**src/rtl/parity_mem_reader.sv**
```systemverilog
`default_nettype none
// ============================================================================
// Module   : parity_mem_reader
// Purpose  : Read-side front end for a parity-protected word array. Accepts
//            one valid/ready read request at a time, strobes the array for a
//            single cycle, checks the returned data against the stored parity
//            bit one cycle later, and presents data plus an error flag on a
//            valid/ready response port. A saturating error counter and a
//            sticky error flag record every parity mismatch seen.
// Ports    : clk, rst_n               - clock, synchronous active-low reset
//            req_valid/req_ready/
//            req_addr                 - read request handshake and address
//            mem_rd_en/mem_addr       - one-cycle read strobe and address
//            mem_rdata/mem_rparity    - array word and stored parity bit,
//                                       valid the cycle after mem_rd_en
//            resp_valid/resp_ready/
//            resp_data/resp_err       - response handshake, data, mismatch
//            err_count/err_sticky     - saturating and sticky error status
//            err_clr                  - synchronous clear of error status
// Revision : 1.0  initial release
// ============================================================================
module parity_mem_reader #(
  parameter int WORD_WIDTH = 4,
  parameter int ADDR_WIDTH = 2,
  parameter bit PARITY_ODD = 1'b0,
  parameter int ERR_CNT_W  = 4
) (
  input  logic                  clk,
  input  logic                  rst_n,
  input  logic                  req_valid,
  output logic                  req_ready,
  input  logic [ADDR_WIDTH-1:0] req_addr,
  output logic                  mem_rd_en,
  output logic [ADDR_WIDTH-1:0] mem_addr,
  input  logic [WORD_WIDTH-1:0] mem_rdata,
  input  logic                  mem_rparity,
  output logic                  resp_valid,
  input  logic                  resp_ready,
  output logic [WORD_WIDTH-1:0] resp_data,
  output logic                  resp_err,
  output logic [ERR_CNT_W-1:0]  err_count,
  output logic                  err_sticky,
  input  logic                  err_clr
);

  typedef enum logic [1:0] {
    IDLE  = 2'd0,
    READ  = 2'd1,
    CHECK = 2'd2,
    RESP  = 2'd3
  } state_t;

  localparam logic [ERR_CNT_W-1:0] C_CNT_MAX = '1;
  localparam logic [ERR_CNT_W-1:0] C_CNT_ONE = ERR_CNT_W'(1);

  state_t r_state;

  // Parity recomputed from the returned word; odd mode inverts the sense.
  logic w_exp_parity;
  logic w_par_err;

  assign w_exp_parity = (^mem_rdata) ^ PARITY_ODD;
  assign w_par_err    = (w_exp_parity != mem_rparity);

  always_ff @(posedge clk) begin
    if (!rst_n) begin
      r_state    <= IDLE;
      req_ready  <= 1'b1;
      mem_rd_en  <= 1'b0;
      mem_addr   <= '0;
      resp_valid <= 1'b0;
      resp_data  <= '0;
      resp_err   <= 1'b0;
      err_count  <= '0;
      err_sticky <= 1'b0;
    end else begin
      case (r_state)
        IDLE: begin
          if (req_valid) begin
            // The address register doubles as the latched request address.
            mem_addr  <= req_addr;
            mem_rd_en <= 1'b1;
            req_ready <= 1'b0;
            r_state   <= READ;
          end
        end
        READ: begin
          mem_rd_en <= 1'b0;
          r_state   <= CHECK;
        end
        CHECK: begin
          resp_data  <= mem_rdata;
          resp_err   <= w_par_err;
          resp_valid <= 1'b1;
          r_state    <= RESP;
        end
        RESP: begin
          if (resp_ready) begin
            resp_valid <= 1'b0;
            req_ready  <= 1'b1;
            r_state    <= IDLE;
          end
        end
        default: r_state <= IDLE;
      endcase

      // A clear coincident with a new mismatch is applied first, so the new
      // event still counts and leaves the counter at one.
      if ((r_state == CHECK) && w_par_err) begin
        err_sticky <= 1'b1;
        if (err_clr) begin
          err_count <= C_CNT_ONE;
        end else if (err_count != C_CNT_MAX) begin
          err_count <= err_count + C_CNT_ONE;
        end
      end else if (err_clr) begin
        err_count  <= '0;
        err_sticky <= 1'b0;
      end
    end
  end

endmodule
`default_nettype wire

```
**config.mk**
```make
export PLATFORM = sky130hd
export DESIGN_NAME = parity_mem_reader
export DESIGN_NICKNAME = d
export VERILOG_FILES = /design/src/rtl/parity_mem_reader.sv
export SDC_FILE = /design/constraint.sdc
export NUM_CORES = 1
export LEC_CHECK = 0
export BUFFER_PORTS_ARGS = -buffer_cell sky130_fd_sc_hd__buf_2
export CELL_PAD_IN_SITES_DETAIL_PLACEMENT = 1
export CELL_PAD_IN_SITES_GLOBAL_PLACEMENT = 1
export CORE_MARGIN = 2
export CORE_UTILIZATION = 39
export CTS_CLUSTER_DIAMETER = 150
export CTS_CLUSTER_SIZE = 10
export DETAILED_ROUTE_END_ITERATION = 10
export PLACE_DENSITY_LB_ADDON = 0.1
export SLEW_MARGIN = 30
export SYNTH_ARGS = -nofsm -noshare
export SYNTH_HDL_FRONTEND = slang
export SYNTH_SLANG_ARGS = --single-unit
```
**constraint.sdc**
```tcl
create_clock -name clk -period 2.3 [get_ports clk]
set_input_delay 0 -clock clk [delete_from_list [all_inputs] [get_ports clk]]
set_output_delay 0 -clock clk [all_outputs]
set_load 0.01 [all_outputs]
```
==> results.cfg <==
[place]
dp_hpwl_um = 1310
place_ws_ps = 784
gp_congestion = 0.765
portBuffers = 26
dp_cells = 139
place_area_mm2 = 0.00100

[timing]
fmax_mhz = 638
finalHoldViolCount = 0
setup_viol = 0
holdWs_ps = 15.8
fin_ws_ps = 731
period_needed_ps = 1570
final.setup.tns_ps = 0
worst_pin_slew_ps = 457
rsz0062_at_grt = false
min_period_over_period_pct = 68.2
finalMaxSlewViolations = 0
finalClockSkew_ps = 7.58
slew_headroom_pct = 69.5

[pwr]
power_leakage_nw = 0.497
p_per_area_mw_per_mm2 = 887
p_total_mw = 0.958
ir_worst_vdd_uv = 559

[cts]
cts_buffer_depth = 2
cts_num_sinks = 17
cts_tree = built
cts_root_buf = clkbuf_4
cts_buffers = 3
path_clk_slew_ps = 100
clock_latency_ps = 290
htree_levels = 1
ctsResizeCount = 0

[setup_path]
cp-end-kind = flip-flop
cp_data_required_time_ps = 2490
cp_max_fo = 5
worstSetupStartpointType = input port
critPathKind = in -> reg
slowest_stage = dlygate4sd3_1
critPathMaxStageDelay_ps = 520
path_cells = dlygate4sd3_1 > buf_2 > xnor3_2 > xnor2_4 > nand2_2 > o311a_1
r2r_slack_ps = 810
arrival_ps = 1760

[synthesis]
yosysUniqueCellTypes = 26
synth-seq-area-share_pct = 40.0
synth_cells = 88
ys_ff_latch = 17
synth_area_per_cell_um2 = 9.67
synth_area_um2 = 851
syn_nets = 105
ys_warn_count = 0

[routing]
antenna_left = 0
drc = 0
firstDrtPassIters = 2
drt-initial-drc-count = 7
vias = 718
viasPerCell = 4.85
drt-wirelength-per-cell_um = 12.4
wirelength_um = 1840

[final_layout]
fin_nets = 139
fin_util_pct = 53.9
final_common_cell = buf_2
multi_input_area_um2 = 484
instances_no_fill = 148
diodes = 0
fin_area_mm2 = 0.00108
syn_to_final_growth_pct = 26.9
drive_gt1_share_pct = 28.1
seq_area_um2 = 340
layout_common_cells = buf_2 (26), dfxtp_1 (17), nor2b_1 (10)
fill_cells = 249

[grt]
grt_pass1_wl_um = 3220
grt_antenna_before_repair = 0
grt_usage_pct = 16.7
grt_overflow = 0
grt_max_degree = 17
grt_pass1_vias = 730

[floorplanning]
io_pins = 27
die_h_um = 50.7
rows = 16
chipWidth_um = 50.7
start_util_pct = 42.5
die-area_mm2 = 0.00257
core_mm2 = 0.00200

[worst_hold_path]
hold_path_class = in -> reg

[job]
drv_cap = 0

[status]
status = finished, final reports clean
[worst max-delay path, delay by kind of cell]
| family | cells | cell delay (ps) |
|---|---|---|
| xor+xnor | 2 | 680 |
| simple gates | 1 | 120 |
| buf+inv | 2 | 630 |
| compound gates | 1 | 320 |
[final timing paths]
kind,start,end,cells after the start
min,req_valid,mem_addr[1],3
max reg2reg,r_state[0],err_count[2],4
min reg2reg,mem_addr[0],mem_addr[0],2
max,mem_rdata[3],err_count[2],6
[where the power goes]
| part | internal, mW | total [mW] | switching (mW) |
|---|---|---|---|
| logic | 0.178 | 0.390 | 0.213 |
| registers | 0.363 | 0.407 | 0.0448 |
| clock network | 0.0674 | 0.160 | 0.0924 |
| total | 0.608 | 0.958 | 0.350 |
[layout make-up]
cell class	count	area share, %
Timing Repair Buffer	31	16.7
Sequential cell	17	31.5
Inverter	4	1.39
Multi-Input combinational cell	65	44.8
Tap cell	27	3.13
Clock buffer	4	2.43
[kinds of logic (layout without fill, tap and decap cells)]
family | Yosys count | count (layout) | share of synthesized area (%)
buffers and inverters | 6 | 39 | 3.09
adders and majority gates | 5 | 5 | 7.35
and+or+nand+nor | 33 | 33 | 20.0
muxes | 6 | 6 | 7.06
DFF | 17 | 17 | 40.0
xor gates and xnor gates | 3 | 3 | 7.06
AOI/OAI and AO/OA | 18 | 18 | 15.4
[timing repair]
item                                   in CTS  in global routing
endpoints found under the hold margin       5                  0
buffers inserted                            0                  0
hold buffers                                5                  0
[synth_stat cells]
library cell | n | area [um2]
a21oi_1 | 5 | 25.0
dfxtp_1 | 17 | 340
nor2b_1 | 10 | 62.6
nand2b_1 | 3 | 18.8
o2bb2ai_1 | 1 | 8.76
inv_1 | 4 | 15.0
o311a_1 | 1 | 10.0
o21ai_0 | 2 | 10.0
and3b_1 | 1 | 8.76
a31oi_1 | 1 | 6.26
ha_1 | 5 | 62.6
buf_4 | 1 | 7.51
nand2_2 | 1 | 6.26
xor2_1 | 1 | 8.76
nor2_1 | 4 | 15.0
xnor3_2 | 1 | 23.8
xnor2_4 | 1 | 27.5
clkbuf_1 | 1 | 3.75
a21boi_0 | 4 | 30.0
a31o_1 | 1 | 8.76
mux2i_1 | 6 | 60.1
a31o_2 | 1 | 8.76
nand3_1 | 5 | 25.0
o41ai_2 | 1 | 16.3
o31ai_1 | 1 | 7.51
nand2_1 | 9 | 33.8
[per-layer routing]
| layer | routed length (um) | global-route usage [%] | share of wire [%] | up-vias |
|---|---|---|---|---|
| met3 | 94 | 2.98 | 5.1 | 4 |
| li1 | - | - | - | 367 |
| met2 | 889 | 28.3 | 48 | 22 |
| met5 | 0 | 0 | 0 | - |
| met1 | 833 | 20.2 | 45 | 325 |
| met4 | 21 | 8.11 | 1.1 | 0 |
[registers in the layout, summed over array words and instances, names as in the netlist]
| name | count |
|---|---|
| err_count | 4 |
| err_sticky | 1 |
| mem_addr | 2 |
| mem_rd_en | 1 |
| r_state | 2 |
| req_ready | 1 |
| resp_data | 4 |
| resp_err | 1 |
| resp_valid | 1 |
Note: power is estimated with default switching activity, not from simulation.
